[src/rtl/instruction_fetch_unit.sv]
// Multicycle instruction fetch: PC, IREsc request, instruction register and valid/ready hand-off.
// Optional macro FETCH_HALT_DETECT_EN adds a HALT state entered on accepting an all-ones word.
module instruction_fetch_unit #(
  parameter int                    ADDR_WIDTH = 5,
  parameter int                    DATA_WIDTH = 32,
  parameter logic [ADDR_WIDTH-1:0] RESET_PC   = '0
) (
  input  logic                  clock,
  input  logic                  reset_n,
  input  logic                  in_start,
  input  logic                  in_ready,
  input  logic                  in_redirect,
  input  logic [ADDR_WIDTH-1:0] in_redirect_address,
  input  logic [DATA_WIDTH-1:0] in_instruction,
  output logic [ADDR_WIDTH-1:0] out_instruction_address,
  output logic                  out_ire,
  output logic [DATA_WIDTH-1:0] out_instruction,
  output logic                  out_valid,
  output logic [ADDR_WIDTH-1:0] out_pc_next,
  output logic                  out_busy,
  output logic [15:0]           out_fetch_count
);

  typedef enum logic [1:0] {
    IDLE  = 2'd0,
    REQ   = 2'd1,
    VALID = 2'd2
`ifdef FETCH_HALT_DETECT_EN
    ,
    HALT  = 2'd3
`endif
  } state_t;

  state_t                r_state;
  logic [ADDR_WIDTH-1:0] r_pc;
  logic [DATA_WIDTH-1:0] r_ir;
  logic                  r_valid;
  logic                  r_ire;
  logic                  r_busy;
  logic [15:0]           r_count;
  logic                  w_consume;
  logic                  w_halt_word;

  assign w_consume = (r_state == VALID) && in_ready;

`ifdef FETCH_HALT_DETECT_EN
  assign w_halt_word = (r_ir == {DATA_WIDTH{1'b1}});
`else
  assign w_halt_word = 1'b0;
`endif

  always_ff @(posedge clock or negedge reset_n) begin
    if (!reset_n) begin
      r_state <= IDLE;
      r_pc    <= RESET_PC;
      r_ir    <= '0;
      r_valid <= 1'b0;
      r_ire   <= 1'b0;
      r_busy  <= 1'b0;
      r_count <= 16'd0;
    end else if (in_redirect) begin
      // Redirect beats everything; a same-cycle acceptance still counts, IR is left stale.
      r_state <= IDLE;
      r_pc    <= in_redirect_address;
      r_valid <= 1'b0;
      r_ire   <= 1'b0;
      r_busy  <= 1'b0;
      if (w_consume) r_count <= r_count + 16'd1;
    end else begin
      case (r_state)
        IDLE: begin
          if (in_start) begin
            r_state <= REQ;
            r_ire   <= 1'b1;
            r_busy  <= 1'b1;
          end
        end
        REQ: begin
          r_ir    <= in_instruction;
          r_pc    <= r_pc + ADDR_WIDTH'(1);
          r_state <= VALID;
          r_ire   <= 1'b0;
          r_valid <= 1'b1;
        end
        VALID: begin
          if (in_ready) begin
            r_count <= r_count + 16'd1;
            r_valid <= 1'b0;
            if (w_halt_word) begin
`ifdef FETCH_HALT_DETECT_EN
              r_state <= HALT;
`endif
              r_busy  <= 1'b1;
            end else if (in_start) begin
              r_state <= REQ;
              r_ire   <= 1'b1;
              r_busy  <= 1'b1;
            end else begin
              r_state <= IDLE;
              r_busy  <= 1'b0;
            end
          end
        end
        default: begin
          // HALT (when present) waits here for a redirect or reset.
          r_ire   <= 1'b0;
          r_valid <= 1'b0;
        end
      endcase
    end
  end

  assign out_instruction_address = r_pc;
  assign out_pc_next             = r_pc;
  assign out_ire                 = r_ire;
  assign out_instruction         = r_ir;
  assign out_valid               = r_valid;
  assign out_busy                = r_busy;
  assign out_fetch_count         = r_count;

endmodule

[config.mk]
export PLATFORM = sky130hd
export DESIGN_NAME = instruction_fetch_unit
export DESIGN_NICKNAME = d
export VERILOG_FILES = /design/src/rtl/instruction_fetch_unit.sv
export SDC_FILE = /design/constraint.sdc
export NUM_CORES = 1
export LEC_CHECK = 0
export CORE_MARGIN = 5
export CORE_UTILIZATION = 45
export CTS_BUF_LIST = sky130_fd_sc_hd__clkbuf_4
export CTS_CLUSTER_DIAMETER = 200
export DETAILED_ROUTE_END_ITERATION = 6
export PLACE_DENSITY = 0.79
export SYNTH_ARGS = -nofsm -noshare
export SYNTH_HDL_FRONTEND = slang
export SYNTH_SLANG_ARGS = --single-unit
export TNS_END_PERCENT = 1
[constraint.sdc]
create_clock -name clock -period 4 [get_ports clock]
set_input_delay 0.8 -clock clock [delete_from_list [all_inputs] [get_ports clock]]
set_output_delay 0.8 -clock clock [all_outputs]
set_load 0.02 [all_outputs]
# --- Yosys cells after proc, flatten, opt, wreduce, memory -nomap -nowiden ---
# Index checks and enable logic that the tools add are counted.
word_totals:
  regBits: 58
  latch_bits: 0
  ramBits: 0
  romBits: 0
  input_bits: 42
  out_inout_bits: 61
  word_cells: 51
  memories: 0
classes:
  addsub: 2
  n_mul: 0
  n_div: 0
  order_cmp: 0
  n_eq_ne: 6
  shifts: 0
  muxes: 23
  n_bitwise: 1
  reduce_logical: 12
ops:
  columns: ["op", "n"]
  rows:
  - ["two-way mux 16 bit", 4]
  - ["adder 16 x 1 -> 16 bit (second input constant)", 1]
  - ["two-way mux 1 bit", 10]
  - ["two-way mux 5 bit", 2]
  - ["AND reduction 3 bit", 3]
  - ["two-way mux 2 bit", 3]
  - ["!= test 3 bit (second input constant)", 2]
  - ["case mux 2 bit (3 select lines)", 1]
  - ["nonzero test 2 bit", 3]
  - ["adder 5 x 1 -> 5 bit (second input constant)", 1]
  - ["case mux 1 bit (2 select lines)", 2]
  - ["AND reduction 2 bit", 2]
  - ["nonzero test 4 bit", 1]
  - ["case mux 1 bit (3 select lines)", 1]
  - ["nonzero test 3 bit", 1]
  - ["equality test 2 x 1 -> 1 bit (second input constant)", 1]
  - ["equality test 2 bit (second input constant)", 1]
  - ["zero test 2 bit", 1]
  - ["!= test 2 x 1 -> 1 bit (second input constant)", 1]
  - ["!= test 2 bit (second input constant)", 1]
  - ["logical AND 1 bit", 1]
  - ["NOT 1 bit", 1]

# --- Logic depth before layout (Yosys ltp) ---
# Gate-level depths: netlist of run 1.
logic_depth:
  word_depth: 4
  ltp_mapped: 7
  depth_no_buf: 6

# --- Worst setup path before layout of run 1 ---
# Ideal clock, no wire load.
synth_path:
  path_type: "input port to flip-flop"
  start: "input in_redirect"
  end: "register r_count[1] (netlist: out_fetch_count[1])"
  setup_ps: 128
  arrival_time_ps: 1724
  t_required_ps: 3872
  path_slack_ps: 2149
  path_stages: 4
  path_buffers: 1
  cell_sequence: "buf_4 > mux2i_4 > nand2b_1 > mux2_1"
synth_between:
  elab_chain_cells: 2
  word_cells_on_any_way: 5
  cone_classes: "eq/ne: 1; mux: 1; reduce/logical: 3"
synth_rtl:
  columns: ["element", "line", "text"]
  rows:
  - ["start, declared", "12", "input logic in_redirect,"]
  - ["!= test 2 x 1 -> 1 bit (no line) / nonzero test 2 bit (equally long branches)", null, null]
  - ["AND reduction 3 bit (no line)", null, null]
  - ["end signal, assigned", "68", "if (w_consume) r_count <= r_count + 16'd1;"]
  - ["end signal, assigned", "87", "r_count <= r_count + 16'd1;"]
  - ["end, declared", "40", "logic [15:0] r_count;"]
# Several ways; a longest one is shown, not always the timed one.
# A chain may end at the register's enable or synchronous reset.

# --- Worst setup path after layout of run 1 ---
layout_path:
  start: "register r_count[3] (netlist: out_fetch_count[3])"
  end: "output out_fetch_count[3]"
layout_rtl:
  columns: ["element", "line", "text"]
  rows:
  - ["end, declared", "21", "output logic [15:0] out_fetch_count"]
# No word-level cell between the ends.

==> results of run 1 <==
==> report_power, final <==
part / leakage, nW / switching [mW] / total, mW / internal [mW]
Clock: 0.0688 / 0.201 / 0.388 / 0.188
Combinational: 0.757 / 0.562 / 1.20 / 0.635
Sequential: 0.723 / 0.129 / 0.927 / 0.798
Total: 1.55 / 0.892 / 2.51 / 1.62
==> layout by cell type (no fill, tap or decap), drive strengths merged, types with 2 or more instances in the layout <==
cell type	Yosys	layout
nand4	7	7
ha	7	7
nor2	6	6
mux2	36	36
clkinv	0	4
mux2i	3	3
nor3	4	4
nand3	6	6
a21oi	3	3
nand2b	4	4
inv	2	2
nor2b	2	2
xnor2	15	15
buf	11	4
clkbuf	1	10
o21ai	5	5
nand2	11	11
xor2	4	4
clkdlybuf4s50	0	101
dfrtp	58	58
==> cell type report <==
cell class | count | area share
clock buffers | 10 | 0.0203
clock inverters | 5 | 0.0125
inverters | 2 | 0.00203
multi-input cells | 118 | 0.268
flip-flops and latches | 58 | 0.392
well taps | 72 | 0.0243
repair buffers | 105 | 0.281
==> worst max-delay path by stage <==
stage,from,to
6_report,out_fetch_count[3]$_DFFE_PN0P_,out_fetch_count[3]
5_1_grt,out_fetch_count[3]$_DFFE_PN0P_,out_fetch_count[3]
4_1_cts,out_fetch_count[3]$_DFFE_PN0P_,out_fetch_count[3]
3_5_place_dp,in_redirect,out_fetch_count[1]$_DFFE_PN0P_
3_3_place_gp,in_redirect,out_fetch_count[1]$_DFFE_PN0P_
2_1_floorplan,in_redirect,out_fetch_count[1]$_DFFE_PN0P_
==> sequential cells by signal, summed over array words and instances, names as in the netlist <==
| register | count |
|---|---|
| out_fetch_count | 16 |
| out_valid | 1 |
| out_instruction | 32 |
| r_state | 2 |
| out_ire | 1 |
| out_busy | 1 |
| out_instruction_address | 5 |
==> logic make-up (layout without fill, tap and decap cells) <==
group           after synthesis  count (layout)  share of synthesized area
flops                        58              58                      0.575
simple gates                 43              43                     0.0926
mux                          39              39                      0.177
xor+xnor                     19              19                     0.0659
buf+inv                      14             122                     0.0332
compound gates               10              10                     0.0218
fa+ha+maj                     7               7                     0.0347
==> stage by stage <==
step / std cells / util / hold slack [ps] / total power, mW / cell area [um^2]
2_1_floorplan: 190 / - / 500 / 1.60 / 2530
3_3_place_gp: 355 / 0.654 / 460 / 2.12 / 3580
3_5_place_dp: 355 / 0.654 / 467 / 2.15 / 3580
4_1_cts: 370 / 0.676 / 365 / 2.54 / 3700
5_1_grt: 370 / 0.676 / 384 / 2.66 / 3700
6_report: 370 / 0.676 / 365 / 2.51 / 3700
==> worst register-to-register path: stages, from the launching register on <==
cell,delay (ps)
dfrtp_1,430
inv_1,120
ha_1,360
nor2b_2,200
buf_4,370
mux2_2,410
==> metal layers <==
layer	routed length, um	global-route usage	part of all wire	vias to the layer above
met3	453	0.0583	0.082	10
met1	2730	0.232	0.49	861
met4	95	0.0561	0.017	0
met2	2260	0.226	0.41	78
met5	0	0	0	-
li1	-	-	-	863
==> results.py, run 1 <==
metrics = {
    "sta": {
        "max-slew-margin-rel": 0.685,
        "clock_skew_ps": 12.8,
        "setup_ws_ps": 1710,
        "finalSetupViolations": 0,
        "final.setup.tns_ps": 0,
        "rsz0062_at_grt": "false",
        "maxSlewViolCount": 0,
        "max_freq_ghz": 0.438,
        "worst_slew_pin_slew_ps": 472,
        "period_share": 0.571,
        "period_needed_ps": 2290,
        "hold_viol_final": 0,
    },
    "layout": {
        "area_delta_synth_final_pct": 46.6,
        "multi_input_area_um2": 993,
        "fillers": 410,
        "antennaDiodeCount": 0,
        "seqCellArea_um2": 1450,
        "drive_gt1_frac": 0.141,
        "final_nets": 343,
    },
    "place": {
        "place_ws_ps": 1430,
        "io_buffers": 102,
        "gp_congestion": 0.751,
        "hpwl_um": 4160,
    },
    "synth": {
        "syn_inst": 190,
        "yosysWarnings": 0,
        "synth_area_per_cell_um2": 13.3,
        "ys_types": 28,
        "yosys_register_bits": 58,
        "synth_area_leaders": "dfrtp_1 57%, mux2_2 9.8%, mux2_1 6.2%",
        "synth_commonest_cells": "58 x dfrtp_1, 22 x mux2_2, 15 x xnor2_1",
        "synth_flop_cell": "dfrtp_1",
        "yosys.area.top_type": "dfrtp_1",
        "yosysTopAreaCellShare": 0.575,
        "netlist_area_um2": 2530,
        "syn_nets": 239,
        "seq_area_frac_synth": 0.575,
        "synth_edf_count": 0,
        "synth.most_common_cell": "dfrtp_1",
        "synth-async-reset-ratio": 1.00,
    },
    "run": {
        "max-cap-violations": 0,
    },
    "drt": {
        "drc": 0,
        "vias": 1812,
        "drt_first_pass_iters": 4,
        "wirelength_um": 5550,
        "routedWlPerCell_um": 15.0,
        "viasPerCell": 4.90,
        "first_iter_violations": 57,
        "antenna_left": 0,
    },
    "worst_setup_path": {
        "critical_path_class": "flip-flop to primary output",
        "cp.arrival_ps": 1490,
        "critPathMaxStageDelay_ps": 660,
        "reg2reg_slack_ps": 2000,
        "path_buf_inv": 1,
        "reg2reg_from": "r_state[1]$_DFFE_PN0P_",
        "cp.required_ps": 3200,
        "worst_r2r_endpoint": "out_instruction[29]$_DFFE_PN0P_",
        "path_depth": 1,
        "crit_chain": "clkdlybuf4s50_1",
        "reg2reg_depth": 5,
        "cp_max_fo": 6,
        "end_kind": "primary output",
        "crit_family": "buffers and inverters",
        "critical_path.slowest_cell": "clkdlybuf4s50_1",
        "start_kind": "flip-flop",
    },
    "clocking": {
        "clkSlewWorstSetupHoldPaths_ps": 90,
        "cts_tree": "done",
        "cts_root_buf": "clkbuf_4",
        "clockBufferDepth": 2,
        "cts-resized-gates": 0,
        "hold_buffers": 0,
        "clk_latency_ps": 380,
        "htreeDepth": 3,
        "cts_buffers": 9,
        "cts_setup_buffers": 0,
        "clkSinkCount": 58,
    },
    "floorplan": {
        "die-area_um2": 7210,
        "die_x_um": 84.9,
        "io_pins": 103,
        "dieHeight_um": 84.9,
        "rows": 27,
        "coreArea_um2": 5470,
        "start_util": 0.462,
    },
    "power_and_ir_drop": {
        "leakagePower_nw": 1.55,
        "power.density_nw_per_um2": 679,
        "vdd_drop_max_mv": 0.346,
    },
    "global_routing": {
        "grt_pass1_vias": 1748,
        "grt_usage": 0.162,
        "grt_pass1_wl_um": 9150,
        "antenna_found_initial": 0,
        "gr-total-overflow": 0,
        "grt_max_degree": 39,
    },
    "hold_path": {
        "holdCritPathClass": "input port to asynchronous set/reset pin",
    },
    "run_status": {
        "status": "completed",
    },
}
No activity file was read; power rests on OpenSTA's default activity.
==> inputs of run 2 (changes only) <==
CORE_UTILIZATION = 40   (was 45)
PLACE_DENSITY = 0.74   (was 0.79)
clock period = 2 ns   (was 4 ns; I/O delays follow)
==> run 2 against run 1 <==
Net effect:
- first-iteration DRC count down 26%
- clock skew down 2.2 ps
- critical path type unchanged
- worst hold slack better by 120 ps
- largest cell class unchanged
- sequential share of layout area down 0.65 points
- sequential cell count unchanged
- final area up 1.7%
- routed wire length down 1.0%
- final cell count up 3.2%
==> results.py, run 2 (synthesis results as in run 1) <==
metrics = {
    "sta": {
        "maxSlewViolCount": 0,
        "rsz0062_at_grt": "false",
        "max-slew-margin-rel": 0.777,
        "max_freq_ghz": 0.533,
        "final.setup.tns_ps": 0,
        "worst_slew_pin_slew_ps": 334,
        "period_share": 0.939,
        "hold_viol_final": 0,
        "clock_skew_ps": 10.6,
        "period_needed_ps": 1880,
        "finalSetupViolations": 0,
    },
    "floorplan": {
        "io_pins": 103,
        "start_util": 0.405,
        "rows": 29,
        "die-area_um2": 8000,
        "coreArea_um2": 6240,
        "dieHeight_um": 89.5,
        "die_x_um": 89.5,
    },
    "layout": {
        "fin_cells": 382,
        "largest_register_ffs": 32,
        "fillers": 516,
        "fin_util": 0.603,
        "final_common_cell": "clkdlybuf4s50_1",
        "drive_gt1_frac": 0.154,
        "antennaDiodeCount": 0,
        "final_nets": 350,
        "layout_common_cells": "101 x clkdlybuf4s50_1, 58 x dfrtp_1, 22 x mux2_2",
        "area_delta_synth_final_pct": 49.0,
    },
    "place": {
        "io_buffers": 102,
        "gp_congestion": 0.733,
        "hpwl_um": 4040,
        "place_inst": 366,
    },
    "drt": {
        "first_iter_violations": 42,
        "antenna_left": 0,
        "drc": 0,
        "vias": 1837,
        "drt_first_pass_iters": 4,
        "wirelength_um": 5490,
        "viasPerCell": 4.81,
        "routedWlPerCell_um": 14.4,
    },
    "worst_setup_path": {
        "cp_max_fo": 5,
        "critical_path_class": "flip-flop to primary output",
        "critPathMaxStageDelay_ps": 660,
        "cp.arrival_ps": 1480,
        "start_kind": "flip-flop",
        "critical_path.slowest_cell": "clkdlybuf4s50_1",
        "crit_family": "buffers and inverters",
        "path_buf_inv": 1,
        "cp.required_ps": 1600,
        "crit_chain": "clkdlybuf4s50_1",
        "end_kind": "primary output",
    },
    "power_and_ir_drop": {
        "power.density_nw_per_um2": 1320,
        "vdd_drop_max_mv": 0.770,
        "leakagePower_nw": 1.57,
    },
    "global_routing": {
        "grt_usage": 0.142,
        "antenna_found_initial": 0,
        "grt_pass1_wl_um": 8560,
        "grt_pass1_vias": 1850,
        "grt_max_degree": 59,
        "gr-total-overflow": 0,
    },
    "hold_path": {
        "holdCritPathClass": "flip-flop to flip-flop",
    },
    "clocking": {
        "htreeDepth": 3,
        "cts_root_buf": "clkbuf_4",
        "cts_setup_buffers": 0,
        "clockBufferDepth": 2,
        "cts_tree": "done",
        "clkSlewWorstSetupHoldPaths_ps": 100,
        "clk_latency_ps": 390,
        "cts-resized-gates": 0,
        "clkSinkCount": 58,
        "cts_buffers": 9,
    },
    "run": {
        "max-cap-violations": 0,
    },
    "run_status": {
        "status": "completed",
    },
}
==> run 2: cell count changes in the layout (fill, tap and decap cells not counted), sizes merged <==
| cell | delta |
|---|---|
| buf | +6 |
| bufinv | -1 |
| clkinvlp | +1 |
| dlygate4sd3 | +1 |
==> run 2: layout make-up <==
type | instances | area [um^2] | area share
Inverter | 2 | 7.51 | 0.00199
Tap cell | 77 | 96.3 | 0.0256
Clock inverter | 5 | 22.5 | 0.00598
Sequential cell | 58 | 1450 | 0.386
Timing Repair Buffer | 112 | 1120 | 0.297
Multi-Input combinational cell | 118 | 993 | 0.264
Clock buffer | 10 | 75.1 | 0.0199
==> run 2: worst paths after layout <==
kind	start	to	slack (ps)	depth (start not counted)
setup / recovery	out_fetch_count[4]$_DFFE_PN0P_	out_fetch_count[4]	120	1
hold / removal	out_fetch_count[15]$_DFFE_PN0P_	out_fetch_count[15]$_DFFE_PN0P_	480	1
setup reg to reg	r_state[0]$_DFFE_PN0P_	r_state[0]$_DFFE_PN0P_	280	6
hold reg to reg	out_fetch_count[15]$_DFFE_PN0P_	out_fetch_count[15]$_DFFE_PN0P_	480	1
max in group asynchronous	reset_n	out_busy$_DFFE_PN0P_	1190	3
min in group asynchronous	reset_n	out_instruction[23]$_DFFE_PN0P_	530	3
==> run 2: stage by stage <==
step	worst slack, ps	area (um^2)	total power, mW	hold WS (ps)
after global routing	30.7	3760	5.30	511
after CTS	82.6	3760	5.04	482
after floorplan	292	2530	3.19	104
final	122	3760	4.96	480
after global placement	65.2	3660	4.31	429
after detailed placement	62.1	3660	4.37	429
==> run 2: routing by layer <==
| layer | routed length (um) | track usage |
|---|---|---|
| met5 | 0 | 0 |
| met2 | 2610 | 0.217 |
| met1 | 2260 | 0.178 |
| met3 | 526 | 0.0433 |
| met4 | 88 | 0.0812 |
==> run 2: timing repair <==
item | 4_1_cts | 5_1_grt
hold buffers | 1 | 0
hold endpoints to repair | 47 | 0
endpoints found under the setup margin | 0 | 0
==> run 2: where the power goes <==
| group | switching (mW) | internal (mW) | total (mW) |
|---|---|---|---|
| Combinational | 1.14 | 1.32 | 2.47 |
| Sequential | 0.250 | 1.60 | 1.85 |
| Clock | 0.404 | 0.247 | 0.650 |
==> inputs of run 3 (changes only) <==
CAP_MARGIN = 10   (was unset)
==> results of run 3 <==
No change in the layout: final DEF, timing and power equal those of run 2.
